==> src/rtl/spi_loader_pkg.sv <==
// Shared definitions for the SPI configuration-memory loader.
//   MEM_DEPTH_DEFAULT : number of writable configuration bytes
//   CMD_WRITE         : opcode that opens a burst write
//   state_e           : frame-level FSM states
package spi_loader_pkg;

    localparam int unsigned MEM_DEPTH_DEFAULT = 32'd66;
    localparam logic [7:0]  CMD_WRITE         = 8'h01;

    typedef enum logic [2:0] {
        ST_IDLE   = 3'd0,
        ST_CMD    = 3'd1,
        ST_ADDR   = 3'd2,
        ST_DATA   = 3'd3,
        ST_IGNORE = 3'd4
    } state_e;

endpackage

==> src/rtl/spi_sync_edge.sv <==
// Two-flop synchronizer followed by an edge register for one asynchronous pin.
//   clk, reset : system clock, synchronous active-high reset
//   din        : asynchronous pin
//   level      : synchronized level
//   rise, fall : one-clk pulses on synchronized 0->1 / 1->0 transitions
// RESET_VAL is the idle level of the pin so that reset does not look like an edge.
module spi_sync_edge #(
    parameter logic RESET_VAL = 1'b0
) (
    input  logic clk,
    input  logic reset,
    input  logic din,
    output logic level,
    output logic rise,
    output logic fall
);

    logic meta_r;
    logic sync_r;
    logic prev_r;

    // Synchronizer chain plus the delayed copy used for edge detection.
    always_ff @(posedge clk) begin
        if (reset) begin
            meta_r <= RESET_VAL;
            sync_r <= RESET_VAL;
            prev_r <= RESET_VAL;
        end else begin
            meta_r <= din;
            sync_r <= meta_r;
            prev_r <= sync_r;
        end
    end

    assign level = sync_r;
    assign rise  = sync_r & ~prev_r;
    assign fall  = ~sync_r & prev_r;

endmodule

==> src/rtl/spi_mem_loader.sv <==
// SPI mode-0 front end that turns write frames (opcode, start address, data
// bytes) into single-cycle byte writes into the configuration memory.
//   clk, reset         : system clock, synchronous active-high reset
//   sclk, cs_n, mosi   : SPI pins from the host, asynchronous to clk
//   miso               : echo of the previously received byte, MSB first
//   mem_data, mem_addr : write data/address, held between strobes
//   mem_we             : one-cycle write strobe
//   busy               : frame in progress
//   frame_done         : one-cycle pulse at the end of each frame
//   err                : sticky bad-opcode / out-of-range flag
module spi_mem_loader
    import spi_loader_pkg::*;
#(
    parameter int unsigned MEM_DEPTH = MEM_DEPTH_DEFAULT
) (
    input  logic       clk,
    input  logic       reset,
    input  logic       sclk,
    input  logic       cs_n,
    input  logic       mosi,
    output logic       miso,
    output logic [7:0] mem_data,
    output logic [7:0] mem_addr,
    output logic       mem_we,
    output logic       busy,
    output logic       frame_done,
    output logic       err
);

    localparam logic [8:0] DEPTH_LIMIT = 9'(MEM_DEPTH);

    // Synchronized pin views
    logic sclk_rise_s, sclk_fall_s, sclk_level_unused_s;
    logic cs_rise_s, cs_fall_s, cs_level_unused_s;
    logic mosi_meta_r, mosi_sync_r;

    // Frame state and datapath
    state_e     state_r, state_next;
    logic [2:0] bit_cnt_r, bit_cnt_next;
    logic [7:0] rx_r, rx_next;
    logic [7:0] tx_r, tx_next;
    logic [7:0] addr_ptr_r, addr_ptr_next;
    logic [1:0] settle_r;
    logic       err_r, err_next;
    logic       mem_we_r, mem_we_next;
    logic [7:0] mem_addr_r, mem_addr_next;
    logic [7:0] mem_data_r, mem_data_next;
    logic       frame_done_r, frame_done_next;
    logic       miso_r, miso_next;
    logic       busy_r;

    logic [7:0] rx_shift_s;
    logic       byte_done_s;
    logic       addr_in_range_s;
    logic       frame_start_s;

    spi_sync_edge #(.RESET_VAL(1'b0)) u_sclk_sync (
        .clk   (clk),
        .reset (reset),
        .din   (sclk),
        .level (sclk_level_unused_s),
        .rise  (sclk_rise_s),
        .fall  (sclk_fall_s)
    );

    spi_sync_edge #(.RESET_VAL(1'b1)) u_cs_sync (
        .clk   (clk),
        .reset (reset),
        .din   (cs_n),
        .level (cs_level_unused_s),
        .rise  (cs_rise_s),
        .fall  (cs_fall_s)
    );

    // mosi needs only the two-flop synchronizer, no edge detection.
    always_ff @(posedge clk) begin
        if (reset) begin
            mosi_meta_r <= 1'b0;
            mosi_sync_r <= 1'b0;
        end else begin
            mosi_meta_r <= mosi;
            mosi_sync_r <= mosi_meta_r;
        end
    end

    // Settling counter: a cs_n held low across reset produces one synthetic fall
    // while the synchronizer flushes; falls are ignored until the chain has settled.
    always_ff @(posedge clk) begin
        if (reset) begin
            settle_r <= 2'd0;
        end else if (settle_r != 2'd3) begin
            settle_r <= settle_r + 2'd1;
        end else begin
            settle_r <= settle_r;
        end
    end

    assign rx_shift_s      = {rx_r[6:0], mosi_sync_r};
    assign byte_done_s     = sclk_rise_s && (bit_cnt_r == 3'd7);
    assign addr_in_range_s = ({1'b0, addr_ptr_r} < DEPTH_LIMIT);
    assign frame_start_s   = cs_fall_s && (settle_r == 2'd3);

    // Next-state and datapath decode for the frame FSM.
    always_comb begin
        state_next      = state_r;
        bit_cnt_next    = bit_cnt_r;
        rx_next         = rx_r;
        tx_next         = tx_r;
        addr_ptr_next   = addr_ptr_r;
        err_next        = err_r;
        mem_we_next     = 1'b0;
        mem_addr_next   = mem_addr_r;
        mem_data_next   = mem_data_r;
        frame_done_next = 1'b0;
        miso_next       = miso_r;

        if (state_r == ST_IDLE) begin
            miso_next = 1'b0;
            if (frame_start_s) begin
                state_next   = ST_CMD;
                bit_cnt_next = 3'd0;
                rx_next      = 8'h00;
                tx_next      = 8'h00;
            end else begin
                state_next = ST_IDLE;
            end
        end else begin
            if (sclk_rise_s) begin
                rx_next      = rx_shift_s;
                bit_cnt_next = bit_cnt_r + 3'd1;
            end else begin
                rx_next = rx_r;
            end

            // Mode 0: present the next echo bit on each falling sclk.
            if (sclk_fall_s) begin
                miso_next = tx_r[7];
                tx_next   = {tx_r[6:0], 1'b0};
            end else begin
                miso_next = miso_r;
            end

            if (byte_done_s) begin
                tx_next = rx_shift_s;
                case (state_r)
                    ST_CMD: begin
                        if (rx_shift_s == CMD_WRITE) begin
                            state_next = ST_ADDR;
                        end else begin
                            state_next = ST_IGNORE;
                            err_next   = 1'b1;
                        end
                    end
                    ST_ADDR: begin
                        addr_ptr_next = rx_shift_s;
                        state_next    = ST_DATA;
                    end
                    ST_DATA: begin
                        if (addr_in_range_s) begin
                            mem_we_next   = 1'b1;
                            mem_addr_next = addr_ptr_r;
                            mem_data_next = rx_shift_s;
                        end else begin
                            err_next = 1'b1;
                        end
                        addr_ptr_next = addr_ptr_r + 8'd1;
                    end
                    ST_IGNORE: begin
                        state_next = ST_IGNORE;
                    end
                    default: begin
                        state_next = ST_IDLE;
                    end
                endcase
            end else begin
                tx_next = tx_next;
            end

            if (state_r == ST_CMD) begin
                miso_next = 1'b0;
            end else begin
                miso_next = miso_next;
            end

            // A byte completing in the same cycle is still processed above.
            if (cs_rise_s) begin
                state_next      = ST_IDLE;
                bit_cnt_next    = 3'd0;
                frame_done_next = 1'b1;
            end else begin
                frame_done_next = 1'b0;
            end
        end
    end

    // Frame state, datapath and registered outputs.
    always_ff @(posedge clk) begin
        if (reset) begin
            state_r      <= ST_IDLE;
            bit_cnt_r    <= 3'd0;
            rx_r         <= 8'h00;
            tx_r         <= 8'h00;
            addr_ptr_r   <= 8'h00;
            err_r        <= 1'b0;
            mem_we_r     <= 1'b0;
            mem_addr_r   <= 8'h00;
            mem_data_r   <= 8'h00;
            frame_done_r <= 1'b0;
            miso_r       <= 1'b0;
            busy_r       <= 1'b0;
        end else begin
            state_r      <= state_next;
            bit_cnt_r    <= bit_cnt_next;
            rx_r         <= rx_next;
            tx_r         <= tx_next;
            addr_ptr_r   <= addr_ptr_next;
            err_r        <= err_next;
            mem_we_r     <= mem_we_next;
            mem_addr_r   <= mem_addr_next;
            mem_data_r   <= mem_data_next;
            frame_done_r <= frame_done_next;
            miso_r       <= miso_next;
            busy_r       <= (state_next != ST_IDLE);
        end
    end

    assign miso       = miso_r;
    assign mem_data   = mem_data_r;
    assign mem_addr   = mem_addr_r;
    assign mem_we     = mem_we_r;
    assign busy       = busy_r;
    assign frame_done = frame_done_r;
    assign err        = err_r;

endmodule
==> config.mk <==
export PLATFORM = sky130hd
export DESIGN_NAME = spi_mem_loader
export DESIGN_NICKNAME = d
export VERILOG_FILES = /design/src/rtl/spi_loader_pkg.sv /design/src/rtl/spi_sync_edge.sv /design/src/rtl/spi_mem_loader.sv
export SDC_FILE = /design/constraint.sdc
export NUM_CORES = 1
export LEC_CHECK = 0
export ABC_AREA = 1
export CAP_MARGIN = 5
export CORE_MARGIN = 2
export CORE_UTILIZATION = 60
export DETAILED_ROUTE_END_ITERATION = 10
export GPL_TIMING_DRIVEN = 0
export PLACE_DENSITY_LB_ADDON = 0.08
export SLEW_MARGIN = 15
export SYNTH_ARGS = -nofsm -noshare
export SYNTH_HDL_FRONTEND = slang
export SYNTH_HIERARCHICAL = 1
export SYNTH_SLANG_ARGS = --single-unit
==> constraint.sdc <==
create_clock -name clk -period 3.7 [get_ports clk]
set_clock_uncertainty 0.2 [all_clocks]
set_input_delay 0.925 -clock clk [delete_from_list [all_inputs] [get_ports clk]]
set_output_delay 0.925 -clock clk [all_outputs]
set_load 0.02 [all_outputs]
# [After elaboration in Yosys (flattened, before gate mapping)]
# Cells that the tools add are included.
[word_totals] register_bits=60 in_bits=5 out_inout_bits=21 elab_cells=87
[op_classes] add_sub_neg=3 n_lt_le_gt_ge=1 n_eq_ne=11 muxes=22 bitwise_logic=11 n_reduce_logical=18
[op_table] cell="two-way mux 8 bit" count=4
[op_table] cell="two-way mux 3 bit" count=8
[op_table] cell="case mux 8 bit (2 select lines)" count=1
[op_table] cell="two-way mux 7 bit" count=2
[op_table] cell="case mux 3 bit (4 select lines)" count=1
[op_table] cell="nonzero test 3 bit" count=3
[op_table] cell="adder 8 x 1 -> 8 bit (second input constant)" count=1
[op_table] cell="== test 8 x 1 -> 1 bit (second input constant)" count=1
[op_table] cell="less-than comparator 8 x 7 -> 1 bit (second input constant)" count=1
[op_table] cell="!= test 2 bit (second input constant)" count=4
[op_table] cell="inverter 1 bit" count=7
[op_table] cell="== test 3 x 2 -> 1 bit (second input constant)" count=2
[op_table] cell="== test 3 bit (second input constant)" count=2
[op_table] cell="AND reduction 2 bit" count=3
[op_table] cell="nonzero test 2 bit" count=3
[op_table] cell="two-way mux 1 bit" count=5
[op_table] cell="AND reduction 5 bit" count=1
[op_table] cell="AND 1 bit" count=4
[op_table] cell="AND reduction 4 bit" count=1
[op_table] cell="OR reduction 4 bit" count=1
[op_table] cell="adder 3 x 1 -> 3 bit (second input constant)" count=1
[op_table] cell="== test 3 x 1 -> 1 bit (second input constant)" count=1
[op_table] cell="zero test 3 bit" count=1
[op_table] cell="AND reduction 3 bit" count=1
[op_table] cell="6 further kinds" count=7

# [Depth between registers and ports, before layout]
[depth] ltp_word=7 mapped_depth=12 ltp_nobuf=12

# [Modules after synthesis]
# Netlist, hierarchy kept.
[modules_own_cells] mod="spi_mem_loader" instances=1 cells_per_inst=331 area_per_inst_um2=2432.3 seq_area_each_um2=1081.0
[modules_own_cells] mod="spi_sync_edge at u_cs_sync" instances=1 cells_per_inst=13 area_per_inst_um2=97.6 seq_area_each_um2=60.1
[modules_own_cells] mod="spi_sync_edge at u_sclk_sync" instances=1 cells_per_inst=12 area_per_inst_um2=93.8 seq_area_each_um2=60.1

# [Least setup slack after synthesis]
# No wires, ideal clock.
[synth_timing] path_kind="input -> register" start="input reset" end="register addr_ptr_r[0]" setup_time_ns=0.070 arrival_time_ns=1.587 required_ns=3.430 setup_slack_ns=1.843 path_stages=5 n_path_buf=2 path_cell_list="buf_2 inv_1 clkbuf_1 o21ai_0 a21oi_1"
[synth_lines] item="start: declaration" line="spi_mem_loader.sv:17" text="input logic reset,"
[synth_lines] item="end signal: assignment" line="spi_mem_loader.sv:216" text="addr_ptr_r <= addr_ptr_next;"
[synth_lines] item="end: declaration" line="spi_mem_loader.sv:42" text="logic [7:0] addr_ptr_r, addr_ptr_next;"

# [Worst setup path in the final report]
[layout_timing] start="register mem_data_r[3], in the netlist mem_data[3]" end="output mem_data[3]"
[layout_lines] item="start: declaration" line="spi_mem_loader.sv:47" text="logic [7:0] mem_data_r, mem_data_next;"
[layout_lines] item="start signal: assignment" line="spi_mem_loader.sv:220" text="mem_data_r <= mem_data_next;"
[layout_lines] item="end: declaration" line="spi_mem_loader.sv:22" text="output logic [7:0] mem_data,"
# No word-level cell between the ends.

==> metrics.yaml <==
hold_buffers: 0
timing_hold_violations_final: 0
fin_cells: 449
crit_type: "register to output pin"
crit_buf_inv: 1
dieArea_um2: 4920
area_growth_syn_to_layout_pct: 19.7
vias: 2425
period_minus_slack_ns: 2.42
cts_tree: "yes"
die_height_um: 70.1
path_max_fanout: 2
rsz0062_at_grt: "false"
cp-start-kind: "register"
root_buffer: "clkbuf_8"
final_nets: 401
core_um2: 4290
io-pin-count: 26
utilization_pct: 73.2
wl_per_cell_um: 13.5
dp.cells: 433
synth_seq_area_share_pct: 45.8
irDropWorstVdd_mv: 0.345
drtIter0Drc: 197
fin_setup_tns_ns: 0
num_rows: 24
die_w_um: 70.1
fmax_ghz: 0.413
globalRouteOverflowTotal: 0
h-tree-depth: 3
period_share_pct: 65.4
ant_nets: 0
postSynthAreaPerCell_um2: 7.37
worst_pin_slew_ns: 0.533
totalWireLength_um: 6040
post_cts_buffers: 0
antenna_found_initial: 0
required_ns: 2.57
crit_arrival_ns: 1.30
first_pass_iters: 5
drive_above_1_share_pct: 9.07
grt_usage_pct: 26.3
start_util_pct: 61.1
syn-num-nets: 365
drcViolationCount: 0
synth-simple-area-share_pct: 28.9
synth_area_um2: 2620
synth_mux_area_share_pct: 0
synth_cells: 356
clock_latency_ns: 0.35
cp_slowest_cell: "clkdlybuf4s50_1"
ys_seq_elements: 60
cts_made_buffers: 9
final_cell_mix: "nand2_1 (80), dfxtp_1 (60), a21oi_1 (42), inv_1 (38), nor2_1 (35)"
status: "completed"
slew_headroom_pct: 64.5
cts_buffer_depth: 2
via_per_inst: 5.40
dp_hpwl_um: 4270
gp_congestion: 0.839
cp_cell_sequence: "clkdlybuf4s50_1"
synth_top_family_by_area: "simple AND/OR/NAND/NOR gates"
post_cts_resized: 0
grt_pass1_vias: 2167
maxCapViolations: 0
synth.distinct_cells: 30
clock_sinks: 60
final_max_slew_viol_count: 0
clkTransAtPathRegs_ns: 0.07
layout_commonest_cell: "nand2_1"
hold_path.class: "register to register"
power_density_nw_per_um2: 419
yosys_warnings: 6
grt_pass1_wl_um: 10000
design_area_um2: 3140
setup_viol: 0
antennaDiodeCount: 0
cp-end-kind: "output pin"
synth_fa_ha_area_share_pct: 1.91
synth-xor-area-share_pct: 0.668
power.static_leakage_nw: 1.25
synth_compound_area_share_pct: 13.8
critPathMaxStageDelay_ns: 0.61
critical-path-top-delay-family: "buffers and inverters"
power_mw: 1.31
grt_max_degree: 11
nFillCells: 370
io_buffer_count: 25
placed_cell_area_um2: 2940
## flip-flops by register name, indices dropped and copies added, names as in the netlist, 2 cells and up
name and count:
bit_cnt_r 3, rx_r 7, tx_r 8, settle_r 2
mem_addr 8, state_r 3, mem_data 8, addr_ptr_r 8
## kinds of logic (layout without fill, tap and decap cells)
family	count (synthesis)	in the layout
and+or+nand+nor	163	163
buffers and inverters	57	98
DFF	60	60
AOI/OAI and AO/OA	70	70
adders and majority gates	4	4
xor gates and xnor gates	2	2
## final cells by class
class	instances	area [um2]	area share (%)
multi-input cells	239	1190	37.8
clock buffers	12	155	4.94
well taps	52	65.1	2.07
clock inverters	4	47.5	1.51
repair buffers	25	250	7.96
plain buffers	12	65.1	2.07
inverters	45	169	5.38
flip-flops and latches	60	1200	38.2
## stage by stage
stage          hold WS [ns]  setup slack [ns]
6_report              0.212              1.28
2_1_floorplan         0.187              1.84
3_3_place_gp          0.189              1.03
4_1_cts               0.213              1.28
3_5_place_dp          0.203              1.00
5_1_grt               0.231              1.17
## cell usage after synthesis
| cell type | n | share of area (%) |
|---|---|---|
| o21ai_1 | 1 | 0.19 |
| clkbuf_1 | 5 | 0.72 |
| nor2_4 | 1 | 0.43 |
| xnor2_1 | 1 | 0.33 |
| ha_1 | 4 | 1.9 |
| nand3_4 | 2 | 1.3 |
| a21oi_1 | 42 | 8.0 |
| nor2_2 | 1 | 0.24 |
| inv_1 | 38 | 5.4 |
| nand3b_1 | 2 | 0.57 |
| nand3_1 | 20 | 3.8 |
| buf_2 | 4 | 0.76 |
| inv_2 | 6 | 0.86 |
| buf_1 | 1 | 0.14 |
| nor2_1 | 35 | 5.0 |
| a2111oi_0 | 1 | 0.33 |
| nand3_2 | 1 | 0.38 |
| buf_6 | 2 | 0.86 |
| o21ai_0 | 22 | 4.2 |
| nand2_2 | 2 | 0.48 |
| nor3_1 | 2 | 0.38 |
| nand2_1 | 80 | 11 |
| nand4_1 | 15 | 3.6 |
| nand4_2 | 1 | 0.48 |
| xor2_1 | 1 | 0.33 |
| o22ai_1 | 1 | 0.24 |
| o211ai_1 | 3 | 0.86 |
| clkinv_1 | 1 | 0.14 |
| nor2_8 | 1 | 0.76 |
| dfxtp_1 | 60 | 46 |
## final timing paths
path	from	to	slack [ns]	cells after the start
worst max-delay path	mem_data[3]	mem_data[3]	1.28	1
worst min-delay path	mosi_meta_r	mosi_sync_r	0.21	2
worst max register to register	bit_cnt_r[0]	addr_ptr_r[4]	1.79	9
worst min register to register	mosi_meta_r	mosi_sync_r	0.21	2
## report_power, final
| part | internal [mW] | total, mW | switching, mW |
|---|---|---|---|
| Clock | 0.345 | 0.601 | 0.256 |
| Combinational | 0.0177 | 0.0491 | 0.0314 |
| Sequential | 0.658 | 0.665 | 0.00736 |
| Total | 1.02 | 1.31 | 0.294 |
## routing by layer
layer	global-route usage, %	part of all wire [%]	vias up
met5	0	0	-
met4	13.0	2.1	0
met3	6.78	6.1	12
met2	39.9	45	71
met1	34.7	47	1106
li1	-	-	1236
Power figures use the tool's default switching activity.
